<file path="src/rtl/relay_seq_ctrl_if.sv">
// Request handshake between a requester and relay_seq_ctrl.
//   req_valid : a switching request is present (requester -> controller)
//   req_ready : controller can accept a request  (controller -> requester)
//   req_on    : 1 closes channel req_sel, 0 opens all channels
//   req_sel   : target channel 0..3
interface relay_seq_ctrl_if;
    logic       req_valid;
    logic       req_ready;
    logic       req_on;
    logic [1:0] req_sel;

    modport master (
        output req_valid,
        output req_on,
        output req_sel,
        input  req_ready
    );

    modport slave (
        input  req_valid,
        input  req_on,
        input  req_sel,
        output req_ready
    );
endinterface

</file>
<file path="src/rtl/relay_seq_ctrl.sv">
// Break-before-make relay sequencer for four channels.
// A request either closes one channel or opens all of them. When a different relay is
// already closed, all relays are opened for BREAK_CYC cycles first. A newly closed relay
// is then held for SETTLE_CYC cycles before the sequence completes with a done pulse.
// The inhibit interlock opens everything on the next cycle and pulses abort if work was
// cut short or a relay was closed.
// Ports:
//   clk, rst_n  : clock, asynchronous active-low reset
//   req         : request handshake (slave side)
//   inhibit     : interlock, forces all relays open
//   relay_en    : relay drive, one-hot or all-zero
//   active_on   : a channel is closed and settled
//   active_sel  : index of the closed channel (valid with active_on)
//   busy        : break or settle sequence in progress
//   done, abort : one-cycle completion / termination pulses
module relay_seq_ctrl #(
    parameter int unsigned BREAK_CYC  = 4,
    parameter int unsigned SETTLE_CYC = 8
) (
    input  logic                clk,
    input  logic                rst_n,
    relay_seq_ctrl_if.slave     req,
    input  logic                inhibit,
    output logic [3:0]          relay_en,
    output logic                active_on,
    output logic [1:0]          active_sel,
    output logic                busy,
    output logic                done,
    output logic                abort
);

    // Dwell counter counts down to zero, so the load value is one less than the dwell.
    localparam logic [7:0] BreakLoad  = 8'(BREAK_CYC - 1);
    localparam logic [7:0] SettleLoad = 8'(SETTLE_CYC - 1);

    typedef enum logic [1:0] {
        StIdle,
        StBreak,
        StSettle
    } state_e;

    state_e     state_q, state_d;
    logic [7:0] cnt_q, cnt_d;
    logic [3:0] relay_q, relay_d;
    logic       act_on_q, act_on_d;
    logic [1:0] act_sel_q, act_sel_d;
    logic       cap_on_q, cap_on_d;
    logic [1:0] cap_sel_q, cap_sel_d;
    logic       done_q, done_d;
    logic       abort_q, abort_d;
    logic       accept;

    assign req.req_ready = (state_q == StIdle) && !inhibit;
    assign accept        = req.req_valid && req.req_ready;

    always_comb begin
        state_d   = state_q;
        cnt_d     = cnt_q;
        relay_d   = relay_q;
        act_on_d  = act_on_q;
        act_sel_d = act_sel_q;
        cap_on_d  = cap_on_q;
        cap_sel_d = cap_sel_q;
        done_d    = 1'b0;
        abort_d   = 1'b0;

        if (inhibit) begin
            relay_d  = 4'b0000;
            act_on_d = 1'b0;
            state_d  = StIdle;
            cnt_d    = 8'd0;
            // Everything is cleared next cycle, so a held inhibit aborts only once.
            abort_d  = (state_q != StIdle) || (relay_q != 4'b0000);
        end else begin
            unique case (state_q)
                StIdle: begin
                    if (accept) begin
                        cap_on_d  = req.req_on;
                        cap_sel_d = req.req_sel;
                        if (req.req_on && act_on_q && (req.req_sel == act_sel_q)) begin
                            done_d = 1'b1;
                        end else if (!req.req_on && (relay_q == 4'b0000)) begin
                            done_d = 1'b1;
                        end else if (relay_q != 4'b0000) begin
                            relay_d  = 4'b0000;
                            act_on_d = 1'b0;
                            state_d  = StBreak;
                            cnt_d    = BreakLoad;
                        end else begin
                            relay_d = 4'b0001 << req.req_sel;
                            state_d = StSettle;
                            cnt_d   = SettleLoad;
                        end
                    end
                end
                StBreak: begin
                    if (cnt_q == 8'd0) begin
                        if (cap_on_q) begin
                            relay_d = 4'b0001 << cap_sel_q;
                            state_d = StSettle;
                            cnt_d   = SettleLoad;
                        end else begin
                            state_d = StIdle;
                            done_d  = 1'b1;
                        end
                    end else begin
                        cnt_d = cnt_q - 8'd1;
                    end
                end
                StSettle: begin
                    if (cnt_q == 8'd0) begin
                        state_d   = StIdle;
                        done_d    = 1'b1;
                        act_on_d  = 1'b1;
                        act_sel_d = cap_sel_q;
                    end else begin
                        cnt_d = cnt_q - 8'd1;
                    end
                end
                default: begin
                    state_d = StIdle;
                    relay_d = 4'b0000;
                    cnt_d   = 8'd0;
                end
            endcase
        end
    end

    always_ff @(posedge clk or negedge rst_n) begin
        if (!rst_n) begin
            state_q   <= StIdle;
            cnt_q     <= 8'd0;
            relay_q   <= 4'b0000;
            act_on_q  <= 1'b0;
            act_sel_q <= 2'd0;
            cap_on_q  <= 1'b0;
            cap_sel_q <= 2'd0;
            done_q    <= 1'b0;
            abort_q   <= 1'b0;
        end else begin
            state_q   <= state_d;
            cnt_q     <= cnt_d;
            relay_q   <= relay_d;
            act_on_q  <= act_on_d;
            act_sel_q <= act_sel_d;
            cap_on_q  <= cap_on_d;
            cap_sel_q <= cap_sel_d;
            done_q    <= done_d;
            abort_q   <= abort_d;
        end
    end

    assign relay_en   = relay_q;
    assign active_on  = act_on_q;
    assign active_sel = act_sel_q;
    assign busy       = (state_q != StIdle);
    assign done       = done_q;
    assign abort      = abort_q;

endmodule
</file>
<file path="src/flat_wrapper.sv">
// flat-port wrapper written by rule: the top's interface ports become plain ports
module relay_seq_ctrl_flat 
#(
    parameter int unsigned BREAK_CYC  = 4,
    parameter int unsigned SETTLE_CYC = 8
)
  (clk, rst_n, inhibit, relay_en, active_on, active_sel, busy, done, abort, req_req_valid, req_req_on, req_req_sel, req_req_ready);
  relay_seq_ctrl_if req_i ();
  input  logic clk;
  input  logic rst_n;
  input  logic inhibit;
  output logic [3:0] relay_en;
  output logic active_on;
  output logic [1:0] active_sel;
  output logic busy;
  output logic done;
  output logic abort;
  input wire logic [$bits(req_i.req_valid)-1:0] req_req_valid;
  input wire logic [$bits(req_i.req_on)-1:0] req_req_on;
  input wire logic [$bits(req_i.req_sel)-1:0] req_req_sel;
  output wire logic [$bits(req_i.req_ready)-1:0] req_req_ready;
  assign req_i.req_valid = req_req_valid;
  assign req_i.req_on = req_req_on;
  assign req_i.req_sel = req_req_sel;
  assign req_req_ready = req_i.req_ready;
  relay_seq_ctrl #(.BREAK_CYC(BREAK_CYC), .SETTLE_CYC(SETTLE_CYC)) u_core (.clk(clk), .rst_n(rst_n), .req(req_i), .inhibit(inhibit), .relay_en(relay_en), .active_on(active_on), .active_sel(active_sel), .busy(busy), .done(done), .abort(abort));
endmodule
</file>
<file path="config.mk">
export PLATFORM = sky130hd
export DESIGN_NAME = relay_seq_ctrl_flat
export DESIGN_NICKNAME = d
export VERILOG_FILES = /design/src/rtl/relay_seq_ctrl_if.sv /design/src/rtl/relay_seq_ctrl.sv /design/src/flat_wrapper.sv
export SDC_FILE = /design/constraint.sdc
export NUM_CORES = 1
export LEC_CHECK = 0
export CAP_MARGIN = 25
export CELL_PAD_IN_SITES_DETAIL_PLACEMENT = 0
export CELL_PAD_IN_SITES_GLOBAL_PLACEMENT = 1
export CORE_MARGIN = 2
export CORE_UTILIZATION = 35
export DETAILED_ROUTE_END_ITERATION = 12
export PLACE_DENSITY = 0.67
export SLEW_MARGIN = 20
export SYNTH_ARGS = -nofsm -noshare
export SYNTH_HDL_FRONTEND = slang
export SYNTH_SLANG_ARGS = --single-unit
export TNS_END_PERCENT = 100
</file>
<file path="constraint.sdc">
create_clock -name clk -period 3.7 [get_ports clk]
set_clock_uncertainty 0.05 [all_clocks]
set_input_delay 0.37 -clock clk [delete_from_list [all_inputs] [get_ports clk]]
set_output_delay 0.37 -clock clk [all_outputs]
set_load 0.02 [all_outputs]
</file>
; ---- Yosys cells after proc, flatten, opt, wreduce, memory -nomap -nowiden
; Index checks and enable logic that the tools add are counted.
[word_totals]
register_bits = 22
inputBits = 7
word_cells = 88
[op_classes]
add_sub_neg = 1
n_eq_ne = 13
n_shift = 2
mux = 42
bitwise_logic = 1
n_reduce_logical = 20
[op_table]
columns = cell, n
row1 = two-way mux 8 bit, 7
row2 = two-way mux 4 bit, 7
row3 = one-hot mux 8 bit (3 select lines), 1
row4 = two-way mux 2 bit, 8
row5 = two-way mux 1 bit, 14
row6 = inequality test 3 x 2 -> 1 bit (second input constant), 4
row7 = inequality test 3 bit (second input constant), 4
row8 = one-hot mux 4 bit (3 select lines), 1
row9 = AND reduction 6 bit, 2
row10 = AND reduction 5 bit, 2
row11 = logical NOT 8 bit, 1
row12 = << shifter 1 x 2 -> 4 bit (first input constant), 2
row13 = subtractor 8 x 1 -> 8 bit (second input constant), 1
row14 = one-hot mux 2 bit (3 select lines), 1
row15 = AND reduction 3 bit, 2
row16 = logical AND 1 bit, 5
row17 = logical NOT 4 bit, 1
row18 = inequality test 4 x 3 -> 1 bit (second input constant), 1
row19 = nonzero test 4 bit, 1
row20 = two-way mux 3 bit, 1
row21 = one-hot mux 1 bit (3 select lines), 1
row22 = nonzero test 3 bit, 1
row23 = equality test 2 x 1 -> 1 bit (second input constant), 1
row24 = equality test 2 bit, 1
row25 = 8 further kinds, 9

; ---- Longest topological paths before layout
[depth]
ltp_word = 7
ltp_mapped = 8

; ---- Worst setup path before layout
; Ideal clock, no wire load.
[synth_timing]
path_type = register to register
startpoint = register u_core.state_q[0]
endpoint = register u_core.relay_q[1], in the netlist u_core.relay_en[1]
t_arrival_ps = 1861
required_ps = 3525
path_slack_ps = 1664
path_stages_with_launch = 6
path_buffers = 1
period_less_slack_ps = 2036
path_cell_list = dfrtp_1 > buf_4 > nor3_1 > a21boi_2 > nand2b_2 > mux2_4
[synth_between]
elab_chain_cells = 5
word_cells_on_any_way = 14
[synth_lines]
columns = element, line_no
row1 = start: declaration, relay_seq_ctrl.sv:42  ; state_e state_q, state_d;
row2 = start signal: assignment, relay_seq_ctrl.sv:131  ; state_q <= StIdle;
row3 = start signal: assignment, relay_seq_ctrl.sv:141  ; state_q <= state_d;
row4 = logical NOT 2 bit, relay_seq_ctrl.sv:53  ; assign req.req_ready = (state_q == StIdle) && !inhibit;
row5 = logical AND 1 bit, relay_seq_ctrl.sv:53
row6 = net req_req_ready, flat_wrapper.sv:21  ; output wire logic [$bits(req_i.req_ready)-1:0] req_req_ready;
row7 = logical AND 1 bit, relay_seq_ctrl.sv:54  ; assign accept = req.req_valid && req.req_ready;
row8 = inequality test 3 x 2 -> 1 bit (no line), -
row9 = AND reduction 6 bit (no line), -
row10 = end signal: assignment, relay_seq_ctrl.sv:143  ; relay_q <= relay_d;
row11 = end: declaration, relay_seq_ctrl.sv:44  ; logic [3:0] relay_q, relay_d;
; The timed path passes the listed nets, and every way through them passes these cells.
; A chain may end at the register's enable or synchronous reset.

; ---- Final worst setup path
[layout_timing]
startpoint = register u_core.cnt_q[0]
endpoint = register u_core.relay_q[1], in the netlist u_core.relay_en[1]
[layout_between]
elab_chain_cells = 3
[layout_lines]
columns = element, line_no
row1 = start: declaration, relay_seq_ctrl.sv:43  ; logic [7:0] cnt_q, cnt_d;
row2 = start signal: assignment, relay_seq_ctrl.sv:142  ; cnt_q <= cnt_d;
row3 = logical NOT 8 bit, relay_seq_ctrl.sv:97  ; if (cnt_q == 8'd0) begin
row4 = inequality test 3 x 2 -> 1 bit (no line), -
row5 = AND reduction 6 bit (no line), -
; No other way between the ends.

==> qor.txt <==
IO buf count = 17
Compound-Gate Fraction of Synth Area = 0.2543
Total setup buffers inserted after CTS = 0
Initial DRT Pass Iterations = 4
Worst-Margin Slew = 0.5688 ns
CORE AREA = 3716 sq um
H-tree levels = 1
Root Driver = clkbuf_8
Layout cells sized above 1 = 0.1503
Cts repair resizes = 0
Pwr per Cell Area = 816.2 nW/um^2
Row cnt = 22
First-pass GRT wire length = 4.961 mm
Critical-path top delay cell = dfrtp_1
Outcome = completed
CP Data Arrival Time = 2.42 ns
Clk_lat worst skew = 0.26 ns
Async SR Flop Fraction = 1.000
Syn Inst Count = 138
Setup CP Type = flop to flop
Wire per inst = 14.49 um
Synth Area in XOR/XNOR = 0.01276
Register area share after synthesis = 0.4011
1st-iter DRT viols = 85
Simple-Gate Fraction of Synth Area = 0.2142
Num ports = 18
Initial Util = 0.3694
Leading cell type in the layout, fill and taps excluded = dfrtp_1
Drt drc = 0
Clock Sink Count = 22
# nets final = 163
Number of global-route vias before repair = 1003
Placer congestion estimate = 0.7441
Relative slew slack = 0.6186
Chip width = 66.62 um
Detailed-placement wirelength estimate = 2.201 mm
Leakage = 0.0006776 uW
Final hold vios = 0
Area Growth Syn to Fin = 16.86%
Die ar. = 4438 sq um
Syn_area_per_cell = 9.946 sq um
Largest family of logic cells by synthesized area = compound AO/OA/AOI/OAI gates
Delay of the slowest cell on the worst path = 0.42 ns
GRT Total Usage = 0.1499
Max Cap Violations = 0
Routed WL = 2.913 mm
Crit end category = flop
Via density = 5.438
ANT nets after route = 0
Syn_nets = 146
Synthesized flop and latch total = 22
Worst setup margin = 1.378 ns
Ys Warns = 0
Share of the synthesized area in the top cell type = 0.4011
Type of the tightest min-delay check = input pin to asynchronous set/reset pin
Max-slew violation count = 0
Top FF cell, synth = dfrtp_1
Die H = 66.62 um
Global route overflow = 0
Mux share of post-synthesis cell area = 0.05014
Max rail drop VDD = 0.3228 mV
Setup crit start kind = flop
Filler cells = 369
Period utilization = 0.6276
RSZ-0062 raised after global routing = false
Placement Setup Slack = 1.172 ns
CP Max Fanout = 11
EDFF count, synth = 0
Commonest cells after routing, fill and taps aside = dfrtp_1, clkdlybuf4s50_1, nor2_1
Synth Area in Adders = 0.009116
Final setup TNS = 0 ns
Final setup violation count = 0
Hold slack = 0.02075 ns
Cells along the critical path = inv_1 -> ha_1 -> nor3b_2 -> nand3b_2 -> o21ai_2 -> nand2b_2 -> mux2_4
Clk slew on worst S/H paths = 0.08 ns
Crit path required time = 3.80 ns
Ant. Diodes = 0
TritonCTS Buffers = 3
# hold bufs at CTS = 0
Distinct cells, synth = 54
Via count = 1093
CTS Buffer Depth = 2
Leading area contributor after synthesis = dfrtp_1
Fmax = 0.4306 GHz
Dominant cells by area after synthesis = dfrtp_1, nor2_1, a221o_1
Initial antenna violation count = 0
CTS tree = done
Pin count of the biggest net entering global routing = 23
Period minus WS final = 2.322 ns
Synth Cell Area = 1373 sq um
## per-stage QoR
step / std cells / cell area (sq um) / power (uW) / utilization
after floorplan: 138 / 1373 / 984.0 / -
after global placement: 198 / 1568 / 1169 / 0.4219
after detailed placement: 198 / 1568 / 1174 / 0.4219
after CTS: 201 / 1609 / 1324 / 0.4330
after global routing: 201 / 1604 / 1416 / 0.4317
final: 201 / 1604 / 1309 / 0.4317
## synthesized netlist by cell type, types with 2 or more instances
master / number
clkbuf_1: 2
o21ai_0: 7
and2_1: 2
buf_6: 2
a21boi_2: 2
dfrtp_1: 22
a221o_1: 4
nor3_1: 4
o2bb2ai_1: 3
xnor2_1: 2
mux2_2: 3
mux2i_1: 2
nor3_2: 2
a21oi_1: 3
nand2_1: 10
nand2b_1: 3
o31a_1: 3
nor2_1: 11
nand3_1: 5
a21boi_0: 3
inv_1: 10
## critical path: cells and delay by family, from the launching register on
family / cells / cell delay, ns
adders and majority gates: 1 / 0.22
and+or+nand+nor: 3 / 0.79
DFF: 1 / 0.42
buffers and inverters: 1 / 0.11
muxes: 1 / 0.30
AOI/OAI and AO/OA: 1 / 0.31
## cell families (layout without fill, tap and decap cells)
kind of cell	Yosys count	in the layout
adders and majority gates	1	1
buffers and inverters	16	31
xor gates and xnor gates	2	2
DFF	22	22
and+or+nand+nor	49	49
muxes	6	6
AOI/OAI and AO/OA	42	42
## power by group
part           switching, uW  internal [uW]  total, uW
Sequential               130            323        453
Combinational            391            320        711
Clock                   72.5           72.5        145
Total                    594            715       1310
## layer usage
metal / track usage / part of all wire / routed length, um / vias up
met5: 0 / 0 / 0 / -
met4: 0.05357 / 0.0076 / 22 / 0
met1: 0.2262 / 0.53 / 1535 / 536
li1: - / - / - / 542
met2: 0.2125 / 0.44 / 1273 / 13
met3: 0.02534 / 0.028 / 81 / 2
## worst paths after layout
path                       cells after the start                         from                         endpoint  slack, ns
setup / recovery                               7  u_core.cnt_q[0]$_DFFE_PN0P_   u_core.relay_en[1]$_DFFE_PN0P_       1.38
hold / removal                                 1                        rst_n  u_core.cap_sel_q[0]$_DFFE_PN0P_       0.02
setup reg to reg                               7  u_core.cnt_q[0]$_DFFE_PN0P_   u_core.relay_en[1]$_DFFE_PN0P_       1.38
hold reg to reg                                1  u_core.cnt_q[6]$_DFFE_PN0P_      u_core.cnt_q[6]$_DFFE_PN0P_       0.51
max in group asynchronous                      1                        rst_n      u_core.cnt_q[1]$_DFFE_PN0P_       3.24
min in group clk                               1  u_core.cnt_q[6]$_DFFE_PN0P_      u_core.cnt_q[6]$_DFFE_PN0P_       0.51
## state kept, by name (all words and copies together), names as in the netlist
signal,flops
u_core.cap_on_q,1
u_core.active_on,1
u_core.cnt_q,8
u_core.active_sel,2
u_core.relay_en,4
u_core.done,1
u_core.state_q,2
u_core.cap_sel_q,2
u_core.abort,1
## cell type report
class	instances	area, sq um	share of cell area
Inverter	10	37.54	0.02340
Clock buffer	3	41.29	0.02574
Timing Repair Buffer	18	172.7	0.1076
Sequential cell	22	550.5	0.3432
Multi-Input combinational cell	100	742.0	0.4626
Tap cell	48	60.06	0.03744
Note: power is estimated with default switching activity, not from simulation.
